===== src/rtl/uart_pkg.sv =====
// Shared types and constants for the 8N1 UART transmitter.
// UART_TX_PARITY_EN adds an even-parity bit between the data and stop bits.
package uart_pkg;

  localparam int DATA_BITS            = 8;
  localparam int CLKS_PER_BIT_DEFAULT = 868;

`ifdef UART_TX_PARITY_EN
  localparam int FRAME_BITS = 11;

  typedef enum logic [2:0] {
    IDLE,
    START,
    DATA,
    STOP,
    PARITY
  } state_t;

  function automatic logic even_parity(input logic [DATA_BITS-1:0] i_data);
    return ^i_data;
  endfunction
`else
  localparam int FRAME_BITS = 10;

  typedef enum logic [1:0] {
    IDLE,
    START,
    DATA,
    STOP
  } state_t;
`endif

endpackage


===== src/rtl/uart_tx_serializer_baud_tick.sv =====
// Bit-period timer: o_bit_tick pulses on the last cycle of every CLKS_PER_BIT window.
// i_clear restarts the window so the first bit of a frame is full length.
module uart_baud_tick #(
  parameter int CLKS_PER_BIT = 868
) (
  input  logic clk,
  input  logic rst,
  input  logic i_clear,
  output logic o_bit_tick
);

  localparam int CNT_W = (CLKS_PER_BIT > 1) ? $clog2(CLKS_PER_BIT) : 1;
  localparam logic [CNT_W-1:0] LAST_CNT = CNT_W'(CLKS_PER_BIT - 1);

  logic [CNT_W-1:0] r_count;
  logic             w_last;

  assign w_last     = (r_count == LAST_CNT);
  assign o_bit_tick = w_last;

  always_ff @(posedge clk) begin
    if (rst || i_clear) begin
      r_count <= '0;
    end else if (w_last) begin
      r_count <= '0;
    end else begin
      r_count <= r_count + CNT_W'(1);
    end
  end

endmodule


===== src/rtl/uart_tx_serializer.sv =====
// 8N1 UART transmitter, LSB first, with a one-cycle IDLE between frames so tx_ready
// rises once per byte. UART_TX_PARITY_EN inserts an even-parity bit before the stop bit.
module uart_tx_serializer
  import uart_pkg::*;
#(
  parameter int CLKS_PER_BIT = CLKS_PER_BIT_DEFAULT
) (
  input  logic                 clk,
  input  logic                 rst,
  input  logic                 transmitter_start,
  input  logic [DATA_BITS-1:0] transmitter_data,
  output logic                 tx_ready,
  output logic                 tx_serial,
  output logic                 tx_done
);

  localparam int IDX_W = $clog2(DATA_BITS);
  localparam logic [IDX_W-1:0] LAST_IDX = IDX_W'(DATA_BITS - 1);

  state_t               r_state;
  logic [DATA_BITS-1:0] r_shift;
  logic [IDX_W-1:0]     r_bit_idx;
  logic                 r_tx_serial;
  logic                 r_tx_ready;
  logic                 r_tx_done;
`ifdef UART_TX_PARITY_EN
  logic                 r_parity;
`endif

  logic             w_accept;
  logic             w_bit_tick;
  logic [IDX_W-1:0] w_next_idx;

  assign w_accept   = (r_state == IDLE) && transmitter_start;
  assign w_next_idx = r_bit_idx + IDX_W'(1);

  uart_baud_tick #(
    .CLKS_PER_BIT(CLKS_PER_BIT)
  ) u_baud_tick (
    .clk       (clk),
    .rst       (rst),
    .i_clear   (w_accept),
    .o_bit_tick(w_bit_tick)
  );

  always_ff @(posedge clk) begin
    if (rst) begin
      r_state     <= IDLE;
      r_shift     <= '0;
      r_bit_idx   <= '0;
      r_tx_serial <= 1'b1;
      r_tx_ready  <= 1'b1;
      r_tx_done   <= 1'b0;
`ifdef UART_TX_PARITY_EN
      r_parity    <= 1'b0;
`endif
    end else begin
      r_tx_done <= 1'b0;
      case (r_state)
        IDLE: begin
          if (transmitter_start) begin
            r_shift     <= transmitter_data;
            r_bit_idx   <= '0;
            r_tx_serial <= 1'b0;
            r_tx_ready  <= 1'b0;
            r_state     <= START;
`ifdef UART_TX_PARITY_EN
            r_parity    <= even_parity(transmitter_data);
`endif
          end
        end
        START: begin
          if (w_bit_tick) begin
            r_bit_idx   <= '0;
            r_tx_serial <= r_shift[0];
            r_state     <= DATA;
          end
        end
        DATA: begin
          if (w_bit_tick) begin
            if (r_bit_idx == LAST_IDX) begin
`ifdef UART_TX_PARITY_EN
              r_tx_serial <= r_parity;
              r_state     <= PARITY;
`else
              r_tx_serial <= 1'b1;
              r_state     <= STOP;
`endif
            end else begin
              r_bit_idx   <= w_next_idx;
              r_tx_serial <= r_shift[w_next_idx];
            end
          end
        end
`ifdef UART_TX_PARITY_EN
        PARITY: begin
          if (w_bit_tick) begin
            r_tx_serial <= 1'b1;
            r_state     <= STOP;
          end
        end
`endif
        STOP: begin
          // Ready and done rise together on the IDLE entry edge.
          if (w_bit_tick) begin
            r_tx_serial <= 1'b1;
            r_tx_ready  <= 1'b1;
            r_tx_done   <= 1'b1;
            r_state     <= IDLE;
          end
        end
        default: begin
          r_tx_serial <= 1'b1;
          r_tx_ready  <= 1'b1;
          r_state     <= IDLE;
        end
      endcase
    end
  end

  assign tx_ready  = r_tx_ready;
  assign tx_serial = r_tx_serial;
  assign tx_done   = r_tx_done;

endmodule

===== config.mk =====
export PLATFORM = sky130hd
export DESIGN_NAME = uart_tx_serializer
export DESIGN_NICKNAME = d
export VERILOG_FILES = /design/src/rtl/uart_pkg.sv /design/src/rtl/uart_tx_serializer_baud_tick.sv /design/src/rtl/uart_tx_serializer.sv
export SDC_FILE = /design/constraint.sdc
export NUM_CORES = 1
export LEC_CHECK = 0
export CORE_ASPECT_RATIO = 1.4
export CORE_MARGIN = 2
export CORE_UTILIZATION = 58
export CTS_BUF_LIST = sky130_fd_sc_hd__clkbuf_4 sky130_fd_sc_hd__clkbuf_8
export DETAILED_ROUTE_END_ITERATION = 7
export PLACE_DENSITY = 0.81
export SLEW_MARGIN = 20
export SYNTH_ARGS = -nofsm -noshare
export SYNTH_HDL_FRONTEND = slang
export SYNTH_SLANG_ARGS = --single-unit

===== constraint.sdc =====
create_clock -name clk -period 1.9 [get_ports clk]
set_input_delay 0.285 -clock clk [delete_from_list [all_inputs] [get_ports clk]]
set_output_delay 0.285 -clock clk [all_outputs]
set_load 0.01 [all_outputs]

# ---- After elaboration in Yosys (flattened, before gate mapping)
# Index checks and enable logic that the tools add are counted.
dict set report op_classes {
  n_addsub 2
  multipliers 0
  div_mod_pow 0
  order_cmp 1
  eq_ne 11
  shifts 0
  mux 21
  bitwise_logic 1
  n_reduce_logical 12
}
# op n
set op_table {}
lappend op_table {{$mux 3} 4}
lappend op_table {{$add 10x1->10 const B} 1}
lappend op_table {{$eq 10x10->1 const B} 1}
lappend op_table {{$mux 2} 5}
lappend op_table {{$reduce_and 5->1} 2}
lappend op_table {{$pmux 3 s3} 1}
lappend op_table {{$pmux 2 s4} 1}
lappend op_table {{$mux 1} 7}
lappend op_table {{$ne 2x1->1 const B} 3}
lappend op_table {{$ne 2x2->1 const B} 3}
lappend op_table {{$eq 2x2->1 const B} 2}
lappend op_table {{$lt 3x4->1 const B} 1}
lappend op_table {{$pmux 1 s4} 1}
lappend op_table {{$reduce_and 4->1} 1}
lappend op_table {{$reduce_or 2->1} 2}
lappend op_table {{$add 3x1->3 const B} 1}
lappend op_table {{$bmux 1 s3} 1}
lappend op_table {{$eq 3x3->1 const B} 1}
lappend op_table {{$reduce_and 3->1} 1}
lappend op_table {{$reduce_bool 3->1} 1}
lappend op_table {{$eq 2x1->1 const B} 1}
lappend op_table {{$logic_not 2->1} 1}
lappend op_table {{$pmux 1 s2} 1}
lappend op_table {{$reduce_and 2->1} 1}
lappend op_table {{other kinds (4)} 4}
dict set report totals {
  ff_bits 26
  latch_bits 0
  mem_bits_rw 0
  romBits 0
  out_inout_bits 3
  wordCells 55
  n_memories 0
}

# ---- Logic depth before layout (Yosys ltp)
dict set report depth {
  ltp_word 6
  mapped_depth 7
  ltp_nobuf 6
}

# ---- Hierarchy
# From an unflattened synthesis, not the netlist that was laid out.
dict set report hier_totals {
  cells_unflattened 150
  hier_area_um2 1353.8
}
# mod n_inst cells_each area_each_um2 seq_area_each_um2
set modules_own_cells {}
lappend modules_own_cells {uart_tx_serializer 1 97 899.6 320.3}
lappend modules_own_cells {uart_baud_tick 1 53 454.2 200.2}

# ---- Least setup slack after synthesis
# Ideal clock, no wire load.
dict set report synth_path {
  path_type {reg2reg}
  startpoint {register r_state[0]}
  endpoint {register r_tx_serial, in the netlist tx_serial}
  setup_time_ns 0.128
  arrival_ns 1.564
  slack_ns 0.208
  stages_incl_launch_ff 8
  path_buffers 1
  path_cell_list {dfxtp_1 -> inv_1 -> ha_1 -> buf_4 -> or3_1 -> o31a_1 -> nor4b_2 -> a211oi_2}
}
dict set report synth_between {
  elab_chain_len 3
}
# element line_no
set synth_rtl {}
lappend synth_rtl {{start: declaration} uart_tx_serializer.sv:20} ;# state_t r_state;
lappend synth_rtl {{start signal: assignment} uart_tx_serializer.sv:48} ;# r_state <= IDLE;
lappend synth_rtl {{start signal: assignment} uart_tx_serializer.sv:66} ;# r_state <= START;
lappend synth_rtl {{start signal: assignment} uart_tx_serializer.sv:76} ;# r_state <= DATA;
lappend synth_rtl {{$eq 2x1->1, or another cell as far along} uart_tx_serializer.sv:59} ;# case (r_state)
lappend synth_rtl {{$ne 2x1->1 (no source line) or $ne 2x2->1 (tied branches)} -}
lappend synth_rtl {{$reduce_and 4->1 (no source line)} -}
lappend synth_rtl {{end signal: assignment} uart_tx_serializer.sv:75} ;# r_tx_serial <= r_shift[0];
lappend synth_rtl {{end signal: assignment} uart_tx_serializer.sv:91} ;# r_tx_serial <= r_shift[w_next_idx];
lappend synth_rtl {{end: declaration} uart_tx_serializer.sv:23} ;# logic r_tx_serial;
# Parallel ways exist; a longest one is shown, timed or not.
# A chain may end at the register's enable or synchronous reset.

# ---- Final worst setup path
dict set report layout_path {
  startpoint {register u_baud_tick.r_count[0]}
  endpoint {register r_tx_serial, in the netlist tx_serial}
}
dict set report layout_between {
  elab_chain_len 3
}
# element line_no
set layout_rtl {}
lappend layout_rtl {{start: declaration} uart_tx_serializer_baud_tick.sv:15} ;# logic [CNT_W-1:0] r_count;
lappend layout_rtl {{start signal: assignment} uart_tx_serializer_baud_tick.sv:27} ;# r_count <= r_count + CNT_W'(1);
lappend layout_rtl {{$eq 10x10->1 (*)} uart_tx_serializer_baud_tick.sv:18} ;# assign w_last = (r_count == LAST_CNT);
lappend layout_rtl {{$ne 2x1->1 (no source line)} -}
lappend layout_rtl {{$reduce_and 4->1 (no source line) (*)} -}
# Every way passes the cells marked *; elsewhere a longest branch is shown, timed or not.

==> metrics.md <==
| Metric | Value |
|---|---|
| Status | finished, final reports clean |
| Largest net degree at the start of global routing | 20 |
| Xor-xnor portion of the synthesized cell area | 5.28% |
| 1st-iter DRT viols | 17 |
| Filler instances | 171 |
| Seq/Total Area, Yosys | 39.2% |
| Critical Path End Type | flop |
| Mapped Area | 1330 sq um |
| Main synth FF type | dfxtp_1 |
| Total power | 1.81 mW |
| Antenna Nets Post-Route | 0 |
| Share of cells above drive strength 1 | 15.8% |
| RR Endpoint | tx_serial$_SDFFE_PP1P_ |
| Max-slew headroom | 76.5% |
| Crit path max fanout | 4 |
| EDFF count, synth | 0 |
| Synth warn | 0 |
| Post-synth top area share | 39.2% |
| Via count | 1061 |
| Final slew viol count | 0 |
| Yosys reg bits | 26 |
| Clk root buf | clkbuf_4 |
| Setup slack after layout | 118 ps |
| Area after DPL | 1490 sq um |
| Vias in the first global route | 1075 |
| Setup Viol. Count Final | 0 |
| DRC Markers | 0 |
| PwrDens | 1170 nW/um^2 |
| Mean post-synth cell area | 9.35 sq um |
| Top-count cell post-synth | dfxtp_1 |
| Combinational family with the most area after synthesis | simple AND/OR/NAND/NOR gates |
| Placeable Area | 2180 sq um |
| Slew @ Worst Pin | 350 ps |
| Gr usage total | 22.6% |
| TritonCTS clock tree | done |
| Syn Nets | 161 |
| Critical path class | reg2reg |
| Die Wd | 44.4 microns |
| Final worst-path cycle share | 93.8% |
| Initial Util | 61.0% |
| Longest Clk Path Bufs | 2 |
| Max Clk Rate | 561 MHz |
| Met1 wire length | 1020 microns |
| Met3 wire length | 94 microns |
| Ranking of synthesized cells by area | dfxtp_1 (39%), ha_1 (7.5%), nand2_1 (6.5%) |
| Die area | 2690 sq um |
| Worst vdd ir | 961 uV |
| DR top layer | met4 |
| TritonCTS Buffers | 3 |
| Initial antenna violation count | 0 |
| Worst-case reg-to-reg path depth | 5 |
| Port buffer count | 13 |
| Async set or reset register ratio after synthesis | 0% |
| Post-Synthesis Cells | 142 |
| Origin of the critical flop-to-flop path | u_baud_tick.r_count[0]$_SDFF_PP0_ |
| Yosys top cell by area | dfxtp_1 |
| Final Routed Wirelength | 2540 microns |
| Synth Area in Adders | 7.54% |
| Router iterations before antenna repair | 4 |
| Internal reg-to-reg setup slack | 120 ps |
| Fin area | 1550 sq um |
| Worst path required time | 2130 ps |
| Nets | 178 |
| H-tree levels | 1 |
| I/O Pins | 14 |
| Synth Area in Compound Gates | 16.3% |
| Hold path start | r_shift[4]$_SDFFE_PP0P_ |
| Met2 wire length | 1370 microns |
| First-pass GRT wire length | 4460 microns |
| Synth Area in Simple Gates | 24.0% |
| Synth unique cells | 40 |
| Per-cell routed wire length | 14.1 microns |
| Arr. time, crit path | 2010 ps |
| Worst skew pair latency | 320 ps |
| Clk slew on worst S/H paths | 140 ps |
| Leakage | 0.559 nW |
| Hold-fix buffers, CTS | 0 |
| Remaining Overflow, GRT | 0 |
| Syn-to-layout area delta | 17.0% |
| Final Hold Viols | 0 |
| Hold Path Stages | 2 |
| Via/cell ratio | 5.89 |
| Mux contribution to synthesized area | 4.15% |
| Max-Cap Viols | 0 |
| Worst Setup Start Kind | flop |
| Hold EP | r_shift[4]$_SDFFE_PP0P_ |
| Site Rows | 20 |
| DP HPWL | 1920 microns |
| Commonest cells in the synthesized netlist | dfxtp_1 (26), nand2_1 (23), a21oi_1 (13) |
| Worst hold path class | reg2reg |
| Skew final | 1.14 ps |
| Antenna cells | 0 |
| Die Height | 60.6 microns |
| Sink Count | 26 |
| Tmin final | 1780 ps |
| Place WS | 53.6 ps |
| Placer Congestion | 0.817 |
layer usage:
metal  up-vias  track usage, %
li1        522               -
met1       504            24.6
met2        28            39.1
met3         7            4.17
met4         0            15.6
met5         -               0
registers in the layout, indices dropped and copies added, names as in the netlist:
signal,flops
tx_done,1
tx_ready,1
u_baud_tick.r_count,10
tx_serial,1
r_state,2
r_shift,8
r_bit_idx,3
cell type report:
class / count / area [sq um] / area share [%]
Clock buffer: 3 / 22.5 / 1.45
Clock inverter: 1 / 30.0 / 1.93
Inverter: 5 / 18.8 / 1.21
Multi-Input combinational cell: 106 / 773 / 49.8
Sequential cell: 26 / 520 / 33.5
Tap cell: 22 / 27.5 / 1.77
Timing Repair Buffer: 17 / 160 / 10.3
timing repair:
| item | 4_1_cts | 5_1_grt |
|---|---|---|
| gates resized for setup | 0 | 2 |
| buffers inserted | 0 | 0 |
| endpoints found under the setup margin | 0 | 8 |
logic make-up after synthesis:
kind of cell | count (synthesis)
mux | 3
simple gates | 61
compound gates | 26
flops | 26
buf+inv | 10
xor+xnor | 8
fa+ha+maj | 8
how the worst max path moves through the flow:
stage / endpoint / from / slack [ps]
2_1_floorplan: tx_serial$_SDFFE_PP1P_ / r_state[0]$_SDFFE_PP0P_ / 210
3_3_place_gp: tx_serial$_SDFFE_PP1P_ / transmitter_start / 130
3_5_place_dp: tx_serial$_SDFFE_PP1P_ / transmitter_start / 50
4_1_cts: r_bit_idx[2]$_SDFFE_PP0P_ / r_state[0]$_SDFFE_PP0P_ / 100
5_1_grt: r_bit_idx[1]$_SDFFE_PP0P_ / u_baud_tick.r_count[0]$_SDFF_PP0_ / -20
6_report: tx_serial$_SDFFE_PP1P_ / u_baud_tick.r_count[0]$_SDFF_PP0_ / 120
through the flow:
step,util [%],TNS [ps],cells,hold WS (ps)
2_1_floorplan,-,0,142,421
3_3_place_gp,68.3,0,176,441
3_5_place_dp,68.3,0,176,447
4_1_cts,70.7,0,180,466
5_1_grt,71.3,-21.2,180,487
6_report,71.3,0,180,468
cells in the final DEF, fill, tap and decap left out, types with 2 or more instances in the layout:
cell	count
nand4_1	2
inv_1	5
nand2b_1	3
a31oi_1	2
a21oi_1	13
ha_1	8
nand3_1	4
buf_4	4
mux4_2	2
nor2_1	12
nand2_1	23
clkbuf_4	3
xnor2_1	6
clkdlybuf4s50_1	13
dfxtp_1	26
xor2_1	2
nor3_1	3
nor4_1	2
power by group:
part	switching (mW)	internal [mW]	leakage, nW
combinational	0.406	0.338	0.319
sequential	0.0588	0.627	0.212
clock	0.167	0.214	0.0279
total	0.632	1.18	0.559
critical path: stages (launching register included):
cell      delay [ps]
dfxtp_1          400
ha_1             210
or3b_4           440
o31a_1           300
a31oi_1          220
a211oi_2         100
(Power assumes the default switching activity.)
